**config.mk**
```make
export PLATFORM = sky130hd
export DESIGN_NAME = dmem_arbiter
export DESIGN_NICKNAME = d
export VERILOG_FILES = /design/src/rtl/dmem_arbiter.sv
export SDC_FILE = /design/constraint.sdc
export NUM_CORES = 1
export LEC_CHECK = 0
export ABC_AREA = 0
export CORE_AREA = 2 2 94 96
export DETAILED_ROUTE_END_ITERATION = 8
export DIE_AREA = 0 0 96 98
export GPL_ROUTABILITY_DRIVEN = 0
export PLACE_DENSITY_LB_ADDON = 0.3
export SYNTH_ARGS = -nofsm -noshare
export SYNTH_HDL_FRONTEND = slang
export SYNTH_SLANG_ARGS = --single-unit
```
**constraint.sdc**
```tcl
create_clock -name clock -period 6.2 [get_ports clock]
set_clock_uncertainty 0.15 [all_clocks]
set_input_delay 1.55 -clock clock [delete_from_list [all_inputs] [get_ports clock]]
set_output_delay 1.55 -clock clock [all_outputs]
set_load 0.1 [all_outputs]
```
**src/rtl/dmem_arbiter.sv**
```systemverilog
// Two-port arbiter in front of a single-port synchronous data RAM.
// Port 0 wins by default; port 1 is guaranteed a grant after MAX_WAIT denied cycles.
module dmem_arbiter #(
    parameter int ADDR_W   = 12,
    parameter int DATA_W   = 32,
    parameter int MAX_WAIT = 4
) (
    input  logic              clock,
    input  logic              reset,
    input  logic              p0_req,
    input  logic              p0_wen,
    input  logic [ADDR_W-1:0] p0_addr,
    input  logic [DATA_W-1:0] p0_wdata,
    output logic              p0_gnt,
    output logic              p0_rvalid,
    output logic [DATA_W-1:0] p0_rdata,
    input  logic              p1_req,
    input  logic              p1_wen,
    input  logic [ADDR_W-1:0] p1_addr,
    input  logic [DATA_W-1:0] p1_wdata,
    output logic              p1_gnt,
    output logic              p1_rvalid,
    output logic [DATA_W-1:0] p1_rdata,
    output logic              mem_wen,
    output logic [ADDR_W-1:0] mem_addr,
    output logic [DATA_W-1:0] mem_wdata,
    input  logic [DATA_W-1:0] mem_rdata
);

    localparam logic [3:0] MAX_WAIT_C = 4'(MAX_WAIT);

    logic [3:0] wait_cnt_q, wait_cnt_d;
    logic [1:0] rd_pend_q, rd_pend_d;
    logic       p1_win;

    // Port 1 takes the RAM when it is alone or when it has waited long enough.
    always_comb begin
        p1_win = p1_req & (~p0_req | (wait_cnt_q == MAX_WAIT_C));
        p0_gnt = ~reset & p0_req & ~p1_win;
        p1_gnt = ~reset & p1_win;
    end

    always_comb begin
        mem_wen   = 1'b0;
        mem_addr  = '0;
        mem_wdata = '0;
        if (p0_gnt) begin
            mem_wen   = p0_wen;
            mem_addr  = p0_addr;
            mem_wdata = p0_wdata;
        end else if (p1_gnt) begin
            mem_wen   = p1_wen;
            mem_addr  = p1_addr;
            mem_wdata = p1_wdata;
        end
    end

    always_comb begin
        wait_cnt_d = '0;
        if (p1_req && !p1_gnt) begin
            wait_cnt_d = (wait_cnt_q >= MAX_WAIT_C) ? MAX_WAIT_C : wait_cnt_q + 4'd1;
        end
        rd_pend_d = {p1_gnt & ~p1_wen, p0_gnt & ~p0_wen};
    end

    always_ff @(posedge clock) begin
        if (reset) begin
            wait_cnt_q <= '0;
            rd_pend_q  <= '0;
        end else begin
            wait_cnt_q <= wait_cnt_d;
            rd_pend_q  <= rd_pend_d;
        end
    end

    // A read in flight when reset arrives is dropped, not returned.
    always_comb begin
        p0_rvalid = rd_pend_q[0] & ~reset;
        p1_rvalid = rd_pend_q[1] & ~reset;
        p0_rdata  = p0_rvalid ? mem_rdata : '0;
        p1_rdata  = p1_rvalid ? mem_rdata : '0;
    end

endmodule

```
==> flow_metrics.py <==
metrics = {
    "outcome": {
        "run_status": "finished clean",
    },
    "setup_path": {
        "critPathCaptureType": "output port",
        "cpMaxStageDelayCell": "clkdlybuf4s50_1",
        "crit_chain": "clkdlybuf4s50_1, inv_1, a211oi_4, buf_4, a22o_1, buf_12",
        "cp_data_required_time_ns": 4.50,
        "slowest_delay_ns": 0.47,
        "start_kind": "primary input",
        "crit_fanout": 47,
        "cp.arrival_ns": 3.26,
        "path_buf_inv": 4,
        "crit_type": "primary input to output port",
        "worst_path_dominant_cell_family": "buffers and inverters",
    },
    "cells_and_area": {
        "fin_nets": 511,
        "final_layout_size_suffix_gt1_frac": 0.318,
        "utilization": 0.562,
        "layout_commonest_cell": "clkdlybuf4s50_1",
        "final_cell_mix": "clkdlybuf4s50_1 (125), buf_12 (111), and2_1 (64)",
        "antenna_cells": 0,
        "area_growth_pct": 315,
        "fillers": 730,
    },
    "clock_tree": {
        "path_clk_slew_ns": 0.03,
        "htreeDepth": 1,
        "post_cts_buffers": 0,
        "cts_max_path_buffers": 2,
        "cts_tree": "yes",
        "ctsResizeCount": 0,
        "cts_inserted_buffers": 3,
        "numClockSinks": 6,
        "postCtsHoldBufs": 0,
        "clock_latency_ns": 0.21,
        "clockRootBuffer": "clkbuf_8",
    },
    "sta": {
        "grt_setup_unrepaired": "no",
        "hold_violations": 0,
        "setup_tns_ns": 0,
        "fin_crit_sh": 0.799,
        "whs_ns": 0.316,
        "setup_ws_ns": 1.24,
        "timing.fmax_mhz": 202,
        "setup_viol": 0,
        "slew_viol_final": 0,
        "finalCriticalPeriod_ns": 4.96,
    },
    "synthesis": {
        "syn_area_per_cell_um2": 7.54,
        "synthFlopType": "dfxtp_1",
        "synth_cell_type_count": 20,
        "synth_warnings": 0,
        "synth_top_area_share": 0.349,
        "synth_edf_count": 0,
        "synth_top_area_cell": "and2_1",
        "ys_ff_latch": 6,
        "postSynth.asyncResetShare": 0,
        "synth_nets": 280,
        "synth_area_leaders": "and2_1 (35%), a22o_1 (34%), dfxtp_1 (10%)",
        "synth_area_um2": 1150,
        "ys_seq_area_frac": 0.105,
        "postSynthCellCount": 152,
    },
    "routing": {
        "drtPass1Iterations": 4,
        "drtIter0Drc": 29,
        "drt_wl_total_um": 7260,
        "wl_per_cell_um": 14.8,
        "vias_per_cell": 4.29,
        "antenna_left": 0,
        "drc": 0,
        "vias": 2100,
    },
    "place": {
        "port_buffers": 238,
        "hpwlAfterDp_um": 6350,
        "pre_cts_slack_ns": 1.24,
    },
    "job": {
        "drv_cap": 0,
    },
    "floorplanning": {
        "core-area_um2": 8470,
        "rows": 34,
        "die-width_um": 96,
        "die-area_um2": 9410,
        "die_h_um": 98,
        "io_pins": 239,
        "start_util": 0.135,
    },
    "grt": {
        "grt_pass1_vias": 2200,
        "grt_max_degree": 48,
        "grt_overflow": 0,
        "grt_usage": 0.146,
        "grt_pass1_wl_um": 11000,
        "antenna_found_initial": 0,
    },
    "pwr": {
        "p_per_area_nw_per_um2": 108,
        "vdd_drop_max_mv": 0.0594,
        "power.leakage_nw": 1.94,
    },
    "hold_path": {
        "worstHoldPathType": "flip-flop to flip-flop",
    },
}
report_power, final:
part           internal, mW  leakage, nW  total, mW  switching, mW
sequential           0.0400       0.0491     0.0408       0.000740
clock                0.0415       0.0216     0.0562         0.0147
combinational         0.179         1.87      0.417          0.238
registers in the layout, indices dropped and copies added (netlist names):
register and flops:
wait_cnt_q 4, rd_pend_q 2
layout make-up:
type | instances | area, um^2 | area share
repair buffers | 242 | 3520 | 0.740
multi-input cells | 125 | 921 | 0.194
clock buffers | 3 | 41.3 | 0.00868
inverters | 5 | 18.8 | 0.00395
flip-flops and latches | 6 | 120 | 0.0253
well taps | 108 | 135 | 0.0284
worst reg2reg max path: stages, from the launching register on:
cell and delay, ns:
dfxtp_1 0.35, inv_1 0.06, ha_1 0.20, and3b_1 0.22, a211oi_4 0.24, buf_4 0.44
nor2b_1 0.19
kinds of logic (layout without fill, tap and decap cells):
family                     Yosys count  count (layout)  share of synthesized area
other                                1               1                    0.00327
and+or+nand+nor                     73              73                      0.400
AOI/OAI and AO/OA                   49              49                      0.372
DFF                                  6               6                      0.105
adders and majority gates            2               2                     0.0218
buffers and inverters               21             250                     0.0983
cell usage after synthesis, types with 2 or more instances:
master     n
clkbuf_1   6
nor2b_1    4
a22o_1    45
ha_1       2
buf_6      3
buf_2      6
and2_1    64
dfxtp_1    6
inv_1      5
per-layer routing:
metal	vias up	GRT usage	wire length [um]
met5	-	0	0
met3	12	0.0602	1040
li1	996	-	-
met4	0	0.0429	182
met1	936	0.147	2320
met2	156	0.269	3710
path summary, 6_finish.rpt:
path / from / end / slack [ns] / cells past startpoint
max: p0_req / mem_wdata[20] / 1.24 / 6
max reg2reg: wait_cnt_q[0]$_SDFF_PP0_ / rd_pend_q[0]$_SDFF_PP0_ / 4.28 / 6
min: wait_cnt_q[0]$_SDFF_PP0_ / wait_cnt_q[0]$_SDFF_PP0_ / 0.32 / 1
min reg2reg: wait_cnt_q[0]$_SDFF_PP0_ / wait_cnt_q[0]$_SDFF_PP0_ / 0.32 / 1
metrics by stage:
step	cell area (um^2)	power [mW]	instances
floorplan	1150	0.260	152
global placement	4710	0.458	486
detailed placement	4710	0.460	486
CTS	4750	0.518	489
global route	4750	0.532	489
finish	4750	0.514	489
(Power assumes the default switching activity.)
